[src/rtl/lin_app_pkg.sv]
// Shared definitions for the multi-slave LIN application layer:
// FSM encoding, frame-type codes and parameter defaults.
package lin_app_pkg;

  typedef enum logic [2:0] {
    ST_INIT    = 3'd0,
    ST_OPER    = 3'd1,
    ST_SLEEP   = 3'd2,
    ST_DIAG_RX = 3'd3,
    ST_DIAG_TX = 3'd4
  } state_t;

  localparam logic [1:0] FT_UNCOND = 2'd0;
  localparam logic [1:0] FT_DIAG   = 2'd1;
  localparam logic [1:0] FT_EVENT  = 2'd2;

  localparam int DEF_NUM_SLAVES = 2;
  localparam int DEF_DATA_W     = 64;
  localparam int DEF_WORD_W     = 32;
  localparam int DEF_ADDR_W     = 4;
  localparam int DEF_INIT_DEPTH = 2;
  localparam int DEF_NAD_W      = 4;
  localparam int DEF_NAD_BASE   = 1;
  localparam int DEF_DIAG_LEN   = 8;

  function automatic int max2(input int a, input int b);
    return (a > b) ? a : b;
  endfunction

endpackage

[src/rtl/lin_evt_writer.sv]
// Per-slave memory port: init word writes, event-frame change detection
// and the multi-word write-back burst of the new signal value.
module lin_evt_writer
  import lin_app_pkg::*;
#(
  parameter int DATA_W = DEF_DATA_W,
  parameter int WORD_W = DEF_WORD_W,
  parameter int ADDR_W = DEF_ADDR_W
) (
  input  logic              clk,
  input  logic              reset,
  input  logic              init_wr,
  input  logic [ADDR_W-1:0] init_addr,
  input  logic [WORD_W-1:0] init_wdata,
  input  logic              evt_start,
  input  logic              abort,
  input  logic [DATA_W-1:0] old_data,
  input  logic [DATA_W-1:0] new_data,
  output logic              mem_we,
  output logic [ADDR_W-1:0] mem_addr,
  output logic [WORD_W-1:0] mem_wdata,
  output logic              updated,
  output logic              busy
);

  localparam int WPF   = DATA_W / WORD_W;
  localparam int IDX_W = (WPF > 1) ? $clog2(WPF) : 1;

  logic [WPF-1:0][WORD_W-1:0] cap_q;
  logic [IDX_W-1:0]           idx_q;
  logic                       active_q;
  logic                       last_q;
  logic                       changed;

  assign changed = (old_data != new_data);
  assign busy    = active_q;

  // Word 0 goes out with the compare; the rest come from a captured copy
  // so the source may change while the burst is still running.
  always_ff @(posedge clk) begin
    if (!reset) begin
      mem_we    <= 1'b0;
      mem_addr  <= '0;
      mem_wdata <= '0;
      updated   <= 1'b0;
      cap_q     <= '0;
      idx_q     <= '0;
      active_q  <= 1'b0;
      last_q    <= 1'b0;
    end else if (abort) begin
      mem_we   <= 1'b0;
      active_q <= 1'b0;
      last_q   <= 1'b0;
    end else if (init_wr) begin
      mem_we    <= 1'b1;
      mem_addr  <= init_addr;
      mem_wdata <= init_wdata;
    end else if (evt_start) begin
      updated <= changed;
      mem_we  <= changed;
      if (changed) begin
        mem_addr  <= '0;
        mem_wdata <= new_data[WORD_W-1:0];
        cap_q     <= new_data;
        idx_q     <= IDX_W'(1);
        last_q    <= (WPF == 1);
        active_q  <= 1'b1;
      end
    end else if (active_q && !last_q) begin
      mem_we    <= 1'b1;
      mem_addr  <= ADDR_W'(idx_q);
      mem_wdata <= cap_q[idx_q];
      last_q    <= (idx_q == IDX_W'(WPF - 1));
      idx_q     <= idx_q + 1'b1;
    end else begin
      mem_we   <= 1'b0;
      active_q <= 1'b0;
      last_q   <= 1'b0;
    end
  end

endmodule

[src/rtl/lin_app_layer_multi.sv]
// LIN slave application layer serving several logical slaves: init copy,
// event-triggered write-back, diagnostic sequencing and sleep/wake.
module lin_app_layer_multi
  import lin_app_pkg::*;
#(
  parameter int NUM_SLAVES = DEF_NUM_SLAVES,
  parameter int DATA_W     = DEF_DATA_W,
  parameter int WORD_W     = DEF_WORD_W,
  parameter int ADDR_W     = DEF_ADDR_W,
  parameter int INIT_DEPTH = DEF_INIT_DEPTH,
  parameter int NAD_W      = DEF_NAD_W,
  parameter int NAD_BASE   = DEF_NAD_BASE,
  parameter int DIAG_LEN   = DEF_DIAG_LEN
) (
  input  logic                         clk,
  input  logic                         reset,
  input  logic                         init_start,
  input  logic                         init_finish,
  input  logic                         sleep_cmd,
  input  logic                         wakeup,
  input  logic                         frame_valid,
  input  logic [1:0]                   frame_type,
  input  logic                         master_publisher,
  input  logic [NAD_W-1:0]             diag_nad,
  input  logic [NUM_SLAVES*WORD_W-1:0] init_rdata,
  input  logic [NUM_SLAVES*DATA_W-1:0] old_data,
  input  logic [NUM_SLAVES*DATA_W-1:0] new_data,
  output logic [NUM_SLAVES-1:0]        mem_we,
  output logic [NUM_SLAVES*ADDR_W-1:0] mem_addr,
  output logic [NUM_SLAVES*WORD_W-1:0] mem_wdata,
  output logic [NUM_SLAVES-1:0]        updated,
  output logic                         diag_valid,
  output logic [2:0]                   diag_idx,
  output logic                         diag_tx,
  output logic [2:0]                   state
);

  localparam int CNT_W = $clog2(max2(INIT_DEPTH, DIAG_LEN) + 1);

  state_t           state_q, state_d;
  logic [CNT_W-1:0] cnt_q, cnt_d;
  logic             diag_valid_q, diag_valid_d;
  logic [2:0]       diag_idx_q, diag_idx_d;
  logic             diag_tx_q;
  logic             init_wr, evt_start, abort;
  logic [NUM_SLAVES-1:0] busy;
  logic [ADDR_W-1:0] init_addr;
  logic [31:0]      nad_off;
  logic             nad_hit;
  logic             unused_in;

  // Unsigned offset: NADs below the base wrap to a large value and miss.
  assign nad_off   = 32'(diag_nad) - 32'(NAD_BASE);
  assign nad_hit   = (nad_off < 32'(NUM_SLAVES));
  assign init_addr = ADDR_W'(cnt_q);
  assign unused_in = master_publisher;

  always_comb begin
    state_d      = state_q;
    cnt_d        = cnt_q;
    diag_valid_d = diag_valid_q;
    diag_idx_d   = diag_idx_q;
    init_wr      = 1'b0;
    evt_start    = 1'b0;
    abort        = 1'b0;
    unique case (state_q)
      ST_INIT: begin
        if (init_start && init_finish) begin
          state_d = ST_OPER;
          cnt_d   = '0;
        end else if (init_start && (cnt_q < CNT_W'(INIT_DEPTH))) begin
          init_wr = 1'b1;
          cnt_d   = cnt_q + 1'b1;
        end
      end
      ST_OPER: begin
        if (sleep_cmd) begin
          state_d = ST_SLEEP;
          abort   = 1'b1;
        end else if (frame_valid && (busy == '0)) begin
          case (frame_type)
            FT_DIAG: begin
              if (nad_hit) begin
                diag_valid_d = 1'b1;
                diag_idx_d   = nad_off[2:0];
                state_d      = ST_DIAG_RX;
                cnt_d        = '0;
              end else begin
                diag_valid_d = 1'b0;
              end
            end
            FT_EVENT:  evt_start = 1'b1;
            FT_UNCOND: ;
            default:   ;
          endcase
        end
      end
      ST_DIAG_RX: begin
        if (cnt_q == CNT_W'(DIAG_LEN - 1)) begin
          state_d = ST_DIAG_TX;
          cnt_d   = '0;
        end else begin
          cnt_d = cnt_q + 1'b1;
        end
      end
      ST_DIAG_TX: begin
        if (cnt_q == CNT_W'(DIAG_LEN - 1)) begin
          state_d      = ST_OPER;
          cnt_d        = '0;
          diag_valid_d = 1'b0;
        end else begin
          cnt_d = cnt_q + 1'b1;
        end
      end
      ST_SLEEP: begin
        if (wakeup) begin
          state_d = ST_INIT;
          cnt_d   = '0;
        end
      end
      default: begin
        state_d = ST_INIT;
        cnt_d   = '0;
      end
    endcase
  end

  always_ff @(posedge clk) begin
    if (!reset) begin
      state_q      <= ST_INIT;
      cnt_q        <= '0;
      diag_valid_q <= 1'b0;
      diag_idx_q   <= '0;
      diag_tx_q    <= 1'b0;
    end else begin
      state_q      <= state_d;
      cnt_q        <= cnt_d;
      diag_valid_q <= diag_valid_d;
      diag_idx_q   <= diag_idx_d;
      diag_tx_q    <= (state_d == ST_DIAG_TX);
    end
  end

  assign state      = state_q;
  assign diag_valid = diag_valid_q;
  assign diag_idx   = diag_idx_q;
  assign diag_tx    = diag_tx_q;

  for (genvar i = 0; i < NUM_SLAVES; i++) begin : g_slave
    lin_evt_writer #(
      .DATA_W (DATA_W),
      .WORD_W (WORD_W),
      .ADDR_W (ADDR_W)
    ) u_writer (
      .clk        (clk),
      .reset      (reset),
      .init_wr    (init_wr),
      .init_addr  (init_addr),
      .init_wdata (init_rdata[i*WORD_W +: WORD_W]),
      .evt_start  (evt_start),
      .abort      (abort),
      .old_data   (old_data[i*DATA_W +: DATA_W]),
      .new_data   (new_data[i*DATA_W +: DATA_W]),
      .mem_we     (mem_we[i]),
      .mem_addr   (mem_addr[i*ADDR_W +: ADDR_W]),
      .mem_wdata  (mem_wdata[i*WORD_W +: WORD_W]),
      .updated    (updated[i]),
      .busy       (busy[i])
    );
  end

endmodule
[config.mk]
export PLATFORM = sky130hd
export DESIGN_NAME = lin_app_layer_multi
export DESIGN_NICKNAME = d
export VERILOG_FILES = /design/src/rtl/lin_app_pkg.sv /design/src/rtl/lin_evt_writer.sv /design/src/rtl/lin_app_layer_multi.sv
export SDC_FILE = /design/constraint.sdc
export NUM_CORES = 1
export LEC_CHECK = 0
export BUFFER_PORTS_ARGS = -buffer_cell sky130_fd_sc_hd__buf_2
export CELL_PAD_IN_SITES_DETAIL_PLACEMENT = 1
export CELL_PAD_IN_SITES_GLOBAL_PLACEMENT = 1
export CORE_ASPECT_RATIO = 0.8
export CORE_UTILIZATION = 33
export DETAILED_ROUTE_END_ITERATION = 10
export GPL_ROUTABILITY_DRIVEN = 0
export PLACE_DENSITY = 0.78
export REMOVE_ABC_BUFFERS = 1
export SYNTH_ARGS = -nofsm -noshare
export SYNTH_HDL_FRONTEND = slang
export SYNTH_SLANG_ARGS = --single-unit
[constraint.sdc]
create_clock -name clk -period 3.29 [get_ports clk]
set_input_delay 0.658 -clock clk [delete_from_list [all_inputs] [get_ports clk]]
set_output_delay 0.658 -clock clk [all_outputs]
set_load 0.03 [all_outputs]
### Word-level counts from Yosys, hierarchy flattened

Cells that the tools add are included.
Widths: inputs -> output; s select.

* register bits after elaboration: 222
* bits of input ports: 334
* output and inout port bits: 84
* word-level logic and storage cells: 163

* add/sub/neg operators: 4
* order comparisons: 4
* equality and inequality tests: 23
* multiplexer cells: 75
* bitwise logic cells: 4
* reductions and logical operators: 30

Operators with widths (count)
* $mux 32: 12
* $ne 64x64->1: 2
* $mux 4: 16
* $mux 1: 36
* $lt 32x2->1 const B: 1
* $mux 3: 8
* $ne 2x2->1 const B: 8
* $pmux 4 s4: 1
* $reduce_and 4->1: 4
* $pmux 3 s5: 1
* $reduce_and 3->1: 5
* $reduce_and 5->1: 2
* $eq 3x2->1 const B: 2
* $eq 3x3->1 const B: 2
* $ne 3x1->1 const B: 2
* $reduce_and 6->1: 1
* $reduce_bool 2->1: 3
* $reduce_bool 3->1: 2
* $logic_and 1x1->1: 5
* $sub 4x1->5 const B: 1
* $add 4x1->4 const B: 1
* $eq 4x3->1 const B: 1
* $lt 1x2->1 const B: 2
* $lt 4x2->1 const B: 1
* other kinds (13): 21

### Longest topological paths before layout

Gate-level depths: netlist (run 1).

* depth after elaboration: 8
* mapped depth: 10
* mapped depth without buffers: 8

### By module

From an unflattened synthesis (run 1), not the netlist that was laid out.

* cells, all modules: 1638
* area, all modules: 13232.7 µm²

Modules (own cells, without submodules)
* lin_evt_writer: times used 2, cells an instance 773, area an instance 6221.0 µm², sequential area each 2102.0 µm²
* lin_app_layer_multi: times used 1, cells an instance 92, area an instance 790.8 µm², sequential area each 240.2 µm²

### Least setup slack after synthesis (run 1)

Ideal clock, no wire load.

* path type: input -> register
* start point: in init_start
* end point: reg g_slave[1].u_writer.mem_wdata[10]
* data arrival time: 2338 ps
* data required time: 3158 ps
* setup slack: 819 ps
* stages: 9
* cells stage by stage: or4b_4 > or3_1 > clkbuf_1 > buf_6 > buf_1 > nor2_1 > a311oi_2 > mux2i_1 > a21oi_1

* cells in the longest elaborated chain, start to end: 6
* elaborated cells between the ends (all ways): 9

Ends and longest elaborated chain
* start, declared: line lin_app_layer_multi.sv:17 `input logic init_start,`
* $logic_and 1x1->1: line lin_app_layer_multi.sv:71 `end else if (init_start && (cnt_q < CNT_W'(INIT_DEPTH))) begin`
* $mux 1: line lin_app_layer_multi.sv:71
* $mux 1 *: line lin_app_layer_multi.sv:68 `if (init_start && init_finish) begin`
* $mux 1 *: line lin_app_layer_multi.sv:66 `unique case (state_q)`
* $ne 3x1->1 (no source line) / $reduce_bool 3->1 (equally long branches)
* $reduce_and 3->1 (no source line)
* end signal, assigned: line lin_evt_writer.sv:57 `mem_wdata <= init_wdata;`
* end signal, assigned: line lin_evt_writer.sv:63 `mem_wdata <= new_data[WORD_W-1:0];`
* end signal, assigned: line lin_evt_writer.sv:72 `mem_wdata <= cap_q[idx_q];`
* end, declared: line lin_evt_writer.sv:21 `output logic [WORD_W-1:0] mem_wdata,`

Every way passes the cells marked *; elsewhere a longest branch is shown, timed or not.
A chain may end at the register's enable or synchronous reset.

### Worst setup path in the final report (run 1)

* start point: in new_data[10]
* end point: reg g_slave[0].u_writer.idx_q

* cells in the longest elaborated chain, start to end: 3

Ends and longest elaborated chain
* start, declared: line lin_app_layer_multi.sv:27 `input logic [NUM_SLAVES*DATA_W-1:0] new_data,`
* $ne 64x64->1: line lin_evt_writer.sv:35 `assign changed = (old_data != new_data);`
* $ne 2x1->1 (no source line)
* $reduce_and 4->1 (no source line)
* end signal, assigned: line lin_evt_writer.sv:74 `idx_q <= idx_q + 1'b1;`
* end, declared: line lin_evt_writer.sv:30 `logic [IDX_W-1:0] idx_q;`

Every way passes these cells.

==> results of run 1 <==
## tightest hold or removal path: stages
cell,delay (ps)
buf_2,110
nand2_1,50
mux2i_1,50
## cell type report
| cell class | instances | area (um^2) |
|---|---|---|
| timing repair buffer | 449 | 2540 |
| tap | 536 | 671 |
| multi-input combinational | 1134 | 8180 |
| fill | 4678 | 22500 |
| antenna | 11 | 27.5 |
| sequential | 222 | 4450 |
| inverter | 12 | 45.0 |
| clock inverter | 8 | 153 |
| clock buffer | 43 | 888 |
## power by group
part | switching [uW] | internal (uW)
Clock | 1270 | 2170
Sequential | 67.8 | 2780
Combinational | 830 | 557
Total | 2170 | 5500
## metal layers
layer	vias up	wire, um	GRT usage (%)
li1	6110	-	-
met3	96	2050	3.51
met1	6403	21400	29.4
met2	335	23700	39.3
met5	-	13	0
met4	2	1870	9.66
## flip-flops by register name (all words and copies together) (netlist names)
register / cells
cnt_q: 4
diag_idx: 3
diag_tx: 1
diag_valid: 1
g_slave.u_writer.busy: 2
g_slave.u_writer.cap_q: 128
g_slave.u_writer.idx_q: 2
g_slave.u_writer.last_q: 2
g_slave.u_writer.mem_addr: 8
g_slave.u_writer.mem_wdata: 64
g_slave.u_writer.mem_we: 2
g_slave.u_writer.updated: 2
state: 3
## metrics by stage
step                      total power (uW)  cell area (um^2)  hold WS (ps)
after floorplan                       3620             12600           437
after global placement                4240             15900           443
after detailed placement              4280             15900           453
after CTS                             7760             16900           330
after global routing                  7980             17000           338
final                                 7670             17000           364
## worst max path at each step
stage	start	end	slack (ps)	cells after the start
floorplan	state[0]$_SDFF_PN0_	g_slave[1].u_writer.mem_wdata[0]$_SDFFE_PN0P_	-3700	6
global placement	new_data[10]	g_slave[0].u_writer.idx_q$_SDFFE_PN0P_	130	8
detailed placement	new_data[10]	g_slave[0].u_writer.idx_q$_SDFFE_PN0P_	70	8
CTS	state[2]$_SDFF_PN0_	g_slave[0].u_writer.mem_wdata[4]$_SDFFE_PN0P_	650	8
global route	state[2]$_SDFF_PN0_	g_slave[0].u_writer.mem_wdata[4]$_SDFFE_PN0P_	470	8
finish	new_data[10]	g_slave[0].u_writer.idx_q$_SDFFE_PN0P_	390	8
## logic make-up after synthesis
| group | after synthesis |
|---|---|
| muxes | 259 |
| buffers and inverters | 144 |
| adders and majority gates | 2 |
| AOI/OAI and AO/OA | 242 |
| xor gates and xnor gates | 128 |
| DFF | 222 |
| and+or+nand+nor | 503 |
## placed cells by master (no fill, tap or decap), drive strengths merged, types with 6 or more instances in the layout
cell	netlist	layout
a311oi	64	64
dfxtp	222	222
nor3	67	67
and4	6	6
clkbuf	91	43
nand3	10	10
buf	41	449
diode	0	11
nand2	272	272
o21ai	16	16
o221ai	64	64
nor2	80	80
mux2i	257	257
nor4	9	9
a21oi	77	77
nand4	34	34
xnor2	128	128
inv	12	13
==> metrics, run 1 <==
routed wire length approximately 49000 um; Min-Delay Startpoint new_data[126]; post-synthesis register bit count about 220; adder-cell share of the synthesized area 0.190%; Skew-Pair Late Insertion Delay 550 ps; CP Data Arrival Time 3270 ps; Die H around 180 um; maxcap violations 0; Placement Rows 65; Placed Cells around 2.4k; final setup margin approximately 390 ps; Mapped Area approximately 13000 um^2; multiplexer share of the synthesized area slightly below 20%; period utilization 88.0%; first-pass GRT wire length roughly 75000 um; CP startpoint kind primary input; Max Transition Viols Final 0; Most Frequent Cell on Critical Path nand4_1; I/O Pins ~420; cts repair resizes 0; CTS Buffer Depth 3; Synth area leaders dfxtp_1, mux2i_1, xnor2_1; P&R area growth vs syn 28.5%; Most used DFF post-synth dfxtp_1; Req. time, crit path 3670 ps; drt wl/cell a little over 20 um; Post-CTS Setup Bufs 0; CP bufs+invs 2; Worst path slowest cell nor4_1; critical path, cell by cell buf_2, xnor2_1, nand4_1, nor4_1, nand4_1, buf_4, o21ai_0, a221oi_1; htree depth 1; Core Area around 40000 um^2; Syn Inst Count approximately 1.5k; Post-synth EDFFs 0; Crit Path Class in -> reg; status completed; total iterations of the first detailed-routing run 5; total number of vias roughly 13k; hold buffer count at CTS 0; fmax 0.345 GHz; most common cell in the netlist nand2_1; worst slew pin tran 1230 ps; Initial Utilization roughly 33%; DP HPWL approximately 35000 um; Setup Skew a little over 20 ps; antenna violations before repair 12; Netlist cell types 50; nets about 2.2k; Setup WS pre-CTS 70.7 ps; largest stage delay on the critical path around 700 ps; R2R cell count 8; vias per std cell roughly 5.4; Simple-Gate Fraction of Synth Area 16.9%; Worst-path clk slew approximately 60 ps; Iter 0 DRT Violations ~500; total clock sinks around 220; Die W 226 um; sequential-to-total area share from yosys stat 33.7%; CTS Root Buffer Type clkbuf_16; Top delay family on crit path simple AND/OR/NAND/NOR gates; Min Clock Period, post-route 2900 ps; GRT Util Overall about a quarter; # setup viols final 0; RSZ-0062 raised after global routing no; Detail Route Antenna Nets 0; Leak just under 0.008 uW; Setup crit end kind flop; utilization after layout 43.0%; HP Class in -> reg; Final Non-Filler Cells 2415; async set-reset flop share out of synthesis 0%; final setup TNS 0 ps; CTS tree yes; largest net degree at the start of global routing between 100 and 150; top cell type's share of synthesized area 33.7%; Num CTS Buffers 28; Port Buffer Count approximately 420; grt total ovfl 0; worst r2r dst g_slave[0].u_writer.mem_wdata[4]$_SDFFE_PN0P_; Hold Vio Cnt, Final 0; crit-path max FO 10; Power Density about 450 nW/um^2; layout cell share with drive strength beyond 1 a little under a third; top cell type by total area after synthesis dfxtp_1; worst hold path depth 3; die area 40800 um^2; Max transition margin about 18%; Avg Inst Size Synth between 8 and 9 um^2; compound-gate portion of the synthesized area between 10% and 20%; Max VDD drop ~0.00038 V; Hold Crit Endpoint g_slave[1].u_writer.cap_q[62]$_SDFFE_PN0P_; synth warn 0; largest family of logic cells by synthesized area multiplexers; DRC 0; top cells by count, synth nand2_1, mux2i_1, dfxtp_1, xnor2_1, clkbuf_1; flop2flop setup slack approximately 640 ps; RR Startpoint state[2]$_SDFF_PN0_; vias in the first global route between 10k and 15k; XOR/XNOR Fraction of Synth Area approximately 8.5%
Power figures use the tool's default switching activity.
==> run 2: changes to the inputs <==
--- a/config.mk
+++ b/config.mk
@@ -5,15 +5,16 @@
 export SDC_FILE = /design/constraint.sdc
 export NUM_CORES = 1
 export LEC_CHECK = 0
-export BUFFER_PORTS_ARGS = -buffer_cell sky130_fd_sc_hd__buf_2
 export CELL_PAD_IN_SITES_DETAIL_PLACEMENT = 1
 export CELL_PAD_IN_SITES_GLOBAL_PLACEMENT = 1
 export CORE_ASPECT_RATIO = 0.8
 export CORE_UTILIZATION = 33
 export DETAILED_ROUTE_END_ITERATION = 10
+export DONT_BUFFER_PORTS = 1
 export GPL_ROUTABILITY_DRIVEN = 0
-export PLACE_DENSITY = 0.78
+export PLACE_DENSITY = 0.66
 export REMOVE_ABC_BUFFERS = 1
+export SLEW_MARGIN = 20
 export SYNTH_ARGS = -nofsm -noshare
 export SYNTH_HDL_FRONTEND = slang
 export SYNTH_SLANG_ARGS = --single-unit
==> run 2 against run 1 <==
Effect of this change:
- count of clock-buffer cells in the layout down 3
- hold slack worse by 120 ps
- critical path type unchanged
- global-route usage down 1.6 points
- sequential cell count unchanged
- sequential power up 6%
- maximum frequency up 8.6%
- core utilization down 6.0 points
- power down 13%
- clock skew down 11 ps
- combinational power down 44%
==> metrics, run 2 (synthesis gave the netlist of run 1 again) <==
Min Clock Period, post-route approximately 2700 ps; drt wl/cell 22.8 um; switch share 27.9%; Pint between 4000 and 5000 uW; status completed; Core Area around 39000 um^2; Setup WS pre-CTS 196 ps; Worst-path clk slew around 60 ps; Most Frequent Cell on Critical Path nand4_1; antenna violations before repair 2; Leak slightly below 0.006 uW; crit-path max FO between 40 and 50; Crit Path Class in -> reg; total number of vias 11.3k; Seq. cell area ~4400 um^2; fillcell total approximately 4.6k; fmax 0.375 GHz; Initial Utilization about a third; Iter 0 DRT Violations approximately 580; maxcap violations 0; Worst path slowest cell nor4_1; Top delay family on crit path simple AND/OR/NAND/NOR gates; final setup margin between 600 and 700 ps; flop2flop setup slack 660 ps; P&R area growth vs syn 10.5%; period utilization around four fifths; Power Density 460 nW/um^2; CP startpoint kind primary input; Hold Vio Cnt, Final 0; worst r2r dst g_slave[1].u_writer.mem_wdata[1]$_SDFFE_PN0P_; htree depth 1; CTS tree yes; DRC 0; Most flops, register g_slave.u_writer.cap_q; HP Class in -> reg; Logic pwr share about an eighth; Post-CTS Setup Bufs 0; RR Startpoint state[0]$_SDFF_PN0_; largest stage delay on the critical path ~700 ps; largest net degree at the start of global routing between 300 and 400; Max VDD drop between 0.0003 and 0.0004 V; nets approximately 1.8k; Skew-Pair Late Insertion Delay roughly 550 ps; most common cell after layout, fill and taps aside nand2_1; routed wire length between 40000 and 50000 um; Port Buffer Count 0; CP Data Arrival Time between 3000 and 4000 ps; Max Transition Viols Final 0; R2R cell count 6; layout cell share with drive strength beyond 1 10.1%; Die W 226 um; first-pass GRT wire length approximately 70000 um; Clock power frac between 40% and 50%; total iterations of the first detailed-routing run 4; die area just over 40000 um^2; CTS Root Buffer Type clkbuf_16; CP bufs+invs 2; cts repair resizes 0; final total power 6700 uW; Setup crit end kind flop; CTS Buffer Depth 3; Regs by FF count g_slave.u_writer.cap_q x128, g_slave.u_writer.mem_wdata x64, g_slave.u_writer.mem_addr x8; Placement Rows 65; DP HPWL 30200 um; Hold Crit Endpoint g_slave[1].u_writer.cap_q[47]$_SDFFE_PN0P_; critical path, cell by cell xnor2_1, buf_4, nand4_1, nor4_1, nand4_1, nand2_4, buf_12, mux2i_1; vias in the first global route between 10k and 15k; GRT Util Overall a little over a fifth; instance count on the critical path 8; multi-input logic area about 8200 um^2; Min-Delay Startpoint new_data[111]; I/O Pins 418; Largest register FFs 128; Die H ~180 um; # setup viols final 0; worst hold path depth 2; Max transition margin between 10% and 20%; most frequent cells in the layout nand2_1, mux2i_1, dfxtp_1; Req. time, crit path roughly 3800 ps; grt total ovfl 0; Detail Route Antenna Nets 0; sequential share of power around 45%; worst slew pin tran approximately 1200 ps; Setup Skew approximately 9.4 ps; RSZ-0062 raised after global routing no; switching power ~1900 uW; total clock sinks around 220; vias per std cell roughly 5.7; Num CTS Buffers 27; hold buffer count at CTS 0
run 2: cell types whose count changed in the layout (fill, tap and decap cells not counted), moves of 3 or more:
| cell | before | now |
|---|---|---|
| bufinv_16 | 4 | 1 |
| clkbuf_8 | 11 | 5 |
| clkbuf_1 | 3 | 8 |
| clkinv_2 | 1 | 4 |
| buf_2 | 415 | 0 |
| diode_2 | 11 | 2 |
run 2: worst reg2reg max path, delay by kind of cell, from the launching register on:
family / cells / cell delay [ps]
AND/OR/NAND/NOR: 2 / 960
flip-flops: 1 / 420
AO/OA/AOI/OAI: 3 / 900
buffers and inverters: 1 / 290
run 2: area by class of cell:
class                           count  share of cell area, %
Timing Repair Buffer               29                   2.70
Tap cell                          536                   4.60
Sequential cell                   222                   30.5
Antenna cell                        2                 0.0343
Multi-Input combinational cell   1134                   56.1
Clock inverter                      6                  0.404
Clock buffer                       40                   5.31
Inverter                           12                  0.309
run 2: power by group through the flow:
stage / Combinational, uW / Sequential [uW] / Clock [uW]
after floorplan: 579 / 3040 / 0
after global placement: 764 / 3070 / 0
after detailed placement: 787 / 3080 / 0
after CTS: 792 / 3020 / 3020
after global routing: 860 / 3030 / 3100
final: 785 / 3020 / 2900
run 2: worst max-delay path by stage:
stage	start	endpoint
global route	new_data[10]	g_slave[0].u_writer.cap_q[18]$_SDFFE_PN0P_
floorplan	state[0]$_SDFF_PN0_	g_slave[1].u_writer.mem_wdata[0]$_SDFFE_PN0P_
detailed placement	new_data[10]	g_slave[0].u_writer.cap_q[54]$_SDFFE_PN0P_
global placement	new_data[10]	g_slave[0].u_writer.mem_addr[1]$_SDFFE_PN0P_
finish	new_data[10]	g_slave[0].u_writer.cap_q[54]$_SDFFE_PN0P_
CTS	state[0]$_SDFF_PN0_	g_slave[0].u_writer.mem_wdata[30]$_SDFFE_PN0P_
run 2: layer usage:
layer	track usage, %	vias up	routed length, um
li1	-	5263	-
met1	28.5	5708	20300
met2	35.9	235	21600
met3	3.90	66	2100
met4	6.45	0	1120
met5	0	-	0
run 2: through the flow:
stage | TNS (ps) | hold WS [ps] | util [%] | instance area (um^2) | instances
finish | 0 | 245 | 36.9 | 14600 | 1981
global route | 0 | 227 | 36.9 | 14600 | 1981
CTS | 0 | 210 | 36.9 | 14600 | 1979
detailed placement | 0 | 453 | 34.8 | 13700 | 1933
global placement | 0 | 443 | 34.8 | 13700 | 1933
floorplan | -597730 | 437 | - | 12600 | 1368
==> run 3: changes to the inputs <==
==> constraint.sdc (replaced) <==
create_clock -name clk -period 2.5 [get_ports clk]
set_input_delay 0.5 -clock clk [delete_from_list [all_inputs] [get_ports clk]]
set_output_delay 0.5 -clock clk [all_outputs]
set_load 0.03 [all_outputs]
==> run 3 against run 2 <==
Effect of this change:
- count of clock-buffer cells in the layout increased by 2
- hold slack got worse by 160 ps
- cell area increased by 2.1%
- critical path depth unchanged
- clock power increased by 34%
- wire length increased by 1.1%
- global-route usage about the same
- core utilization increased by 0.77 points
- power increased by 33%
- sequential share of layout area decreased by 0.63 points
- largest cell class unchanged
- largest power group unchanged
==> metrics, run 3 (synthesis gave the netlist of run 1 again) <==
status completed; P&R area growth vs syn 12.8%; GRT busiest layer met2; Detail Route Antenna Nets 0; flop2flop setup slack 120 ps; final total power between 8000 and 9000 uW; RR Startpoint state[1]$_SDFF_PN0_; Most flops, register g_slave.u_writer.cap_q; Placed Cells 1963; crit-path max FO 33; most frequent cells in the layout nand2_1, mux2i_1, dfxtp_1; Core Area around 40000 um^2; Power Density about 600 nW/um^2; Setup WS pre-CTS -192 ps; Largest register FFs between 100 and 150; fmax 0.421 GHz; switching power roughly 2500 uW; CTS Root Buffer Type clkbuf_16; RSZ-0062 raised after global routing no; drt wl/cell 22.8 um; Min Clock Period, post-route ~2400 ps; Max transition margin about a fifth; GRT Util Overall between 20 and 25%; Max Transition Viols Final 0; final setup margin between 100 and 150 ps; # setup viols final 0; CP startpoint state[1]$_SDFF_PN0_; Pint about 6500 uW; most common cell after layout, fill and taps aside nand2_1; Setup crit end kind flop; Max VDD drop around 0.00044 V; worst r2r dst g_slave[0].u_writer.mem_wdata[26]$_SDFFE_PN0P_; largest net degree at the start of global routing roughly 340; HP Class in -> reg; routed wire length 45700 um; Crit Path Class reg -> reg; Die W 226 um; end point of the critical path g_slave[0].u_writer.mem_wdata[26]$_SDFFE_PN0P_; Req. time, crit path 2970 ps; met2 usage a little over a third; Final Non-Filler Cells ~2k; Die H between 150 and 200 um; WHS about 89 ps; R2R cell count 8; switch share 27.6%; Num CTS Buffers 27; CP startpoint kind flop; CTS Buffer Depth 3; # diodes 0; Logic pwr share a little under an eighth; Port Buffer Count 0; Leak between 0.006 and 0.007 uW; period utilization between 90% and 100%; Worst-path clk slew about 60 ps; maxcap violations 0; first-pass GRT wire length between 60000 and 70000 um; total clock sinks between 200 and 250; sequential share of power ~45%; Clock power frac 43.5%; total number of vias 11.3k; CTS tree yes; utilization after layout 37.7%; Regs by FF count g_slave.u_writer.cap_q x128, g_slave.u_writer.mem_wdata x64, g_slave.u_writer.mem_addr x8; routing usage on met1 between 20% and 30%; Iter 0 DRT Violations around 460; total iterations of the first detailed-routing run 5; nets roughly 1.8k; met3 usage under 10%; vias in the first global route 11.7k; die area between 40000 and 50000 um^2; htree depth 1; Skew-Pair Late Insertion Delay between 500 and 600 ps; Setup Skew 5.83 ps; Placement Rows 65; I/O Pins between 400 and 500; worst slew pin tran between 1000 and 1500 ps; DP HPWL ~32000 um; DRC 0; CP Data Arrival Time approximately 2900 ps; vias per std cell approximately 5.6; Hold Vio Cnt, Final 0; Initial Utilization 33.4%; antenna violations before repair 0; layout cell share with drive strength beyond 1 about an eighth; grt total ovfl 0
## run 3: cell count changes in the layout (fill, tap and decap cells not counted), moves of 2 or more
cell,change
buf_4,+25
diode_2,-2
clkinv_2,-3
buf_12,+5
clkbuf_8,+3
## run 3: how the worst min path moves through the flow
stage | from | endpoint | slack [ps] | cells after the start
floorplan | g_slave[0].u_writer.cap_q[0]$_SDFFE_PN0P_ | g_slave[0].u_writer.cap_q[0]$_SDFFE_PN0P_ | 440 | 2
detailed placement | g_slave[0].u_writer.cap_q[54]$_SDFFE_PN0P_ | g_slave[0].u_writer.cap_q[54]$_SDFFE_PN0P_ | 450 | 2
CTS | new_data[26] | g_slave[0].u_writer.cap_q[26]$_SDFFE_PN0P_ | 60 | 2
global placement | g_slave[0].u_writer.cap_q[8]$_SDFFE_PN0P_ | g_slave[0].u_writer.cap_q[8]$_SDFFE_PN0P_ | 440 | 2
finish | new_data[26] | g_slave[0].u_writer.cap_q[26]$_SDFFE_PN0P_ | 90 | 2
global route | new_data[26] | g_slave[0].u_writer.cap_q[26]$_SDFFE_PN0P_ | 70 | 2
## run 3: area by class of cell
class,count,area [um^2]
fillers,4528,24600
well taps,536,671
repair buffers,59,681
clock buffers,42,812
clock inverters,2,35.0
inverters,12,45.0
flip-flops and latches,222,4450
multi-input cells,1134,8190
## run 3: stage by stage
step | instance area, um^2 | setup TNS (ps)
2_1_floorplan | 12600 | -741830
3_3_place_gp | 14000 | -14720
4_1_cts | 14900 | 0
5_1_grt | 14900 | 0
6_report | 14900 | 0
3_5_place_dp | 14000 | -15080
## run 3: per-layer routing
layer / vias to the layer above / part of all wire [%]
met5: - / 0
met4: 0 / 2.6
met3: 61 / 5.2
met2: 235 / 47
met1: 5706 / 45
li1: 5314 / -
## run 3: timing repair
| action | 4_1_cts | 5_1_grt |
|---|---|---|
| gates resized for setup | 0 | 1 |
| endpoints found under the setup margin | 0 | 4 |
| hold buffers | 0 | 0 |
| buffers inserted | 0 | 0 |
## run 3: power groups by stage
stage	registers (uW)	logic [uW]	clock network (uW)
2_1_floorplan	4000	762	0
3_3_place_gp	4040	1040	0
3_5_place_dp	4050	1070	0
4_1_cts	3970	1080	3990
5_1_grt	3980	1170	4130
6_report	3970	1070	3880
## run 3: critical path, stage by stage, from the launching register on
cell,delay [ps]
dfxtp_1,330
or4b_4,550
nor3_4,240
buf_12,260
nor2_2,130
a21oi_4,160
buf_12,240
o221ai_1,150
a21oi_1,200
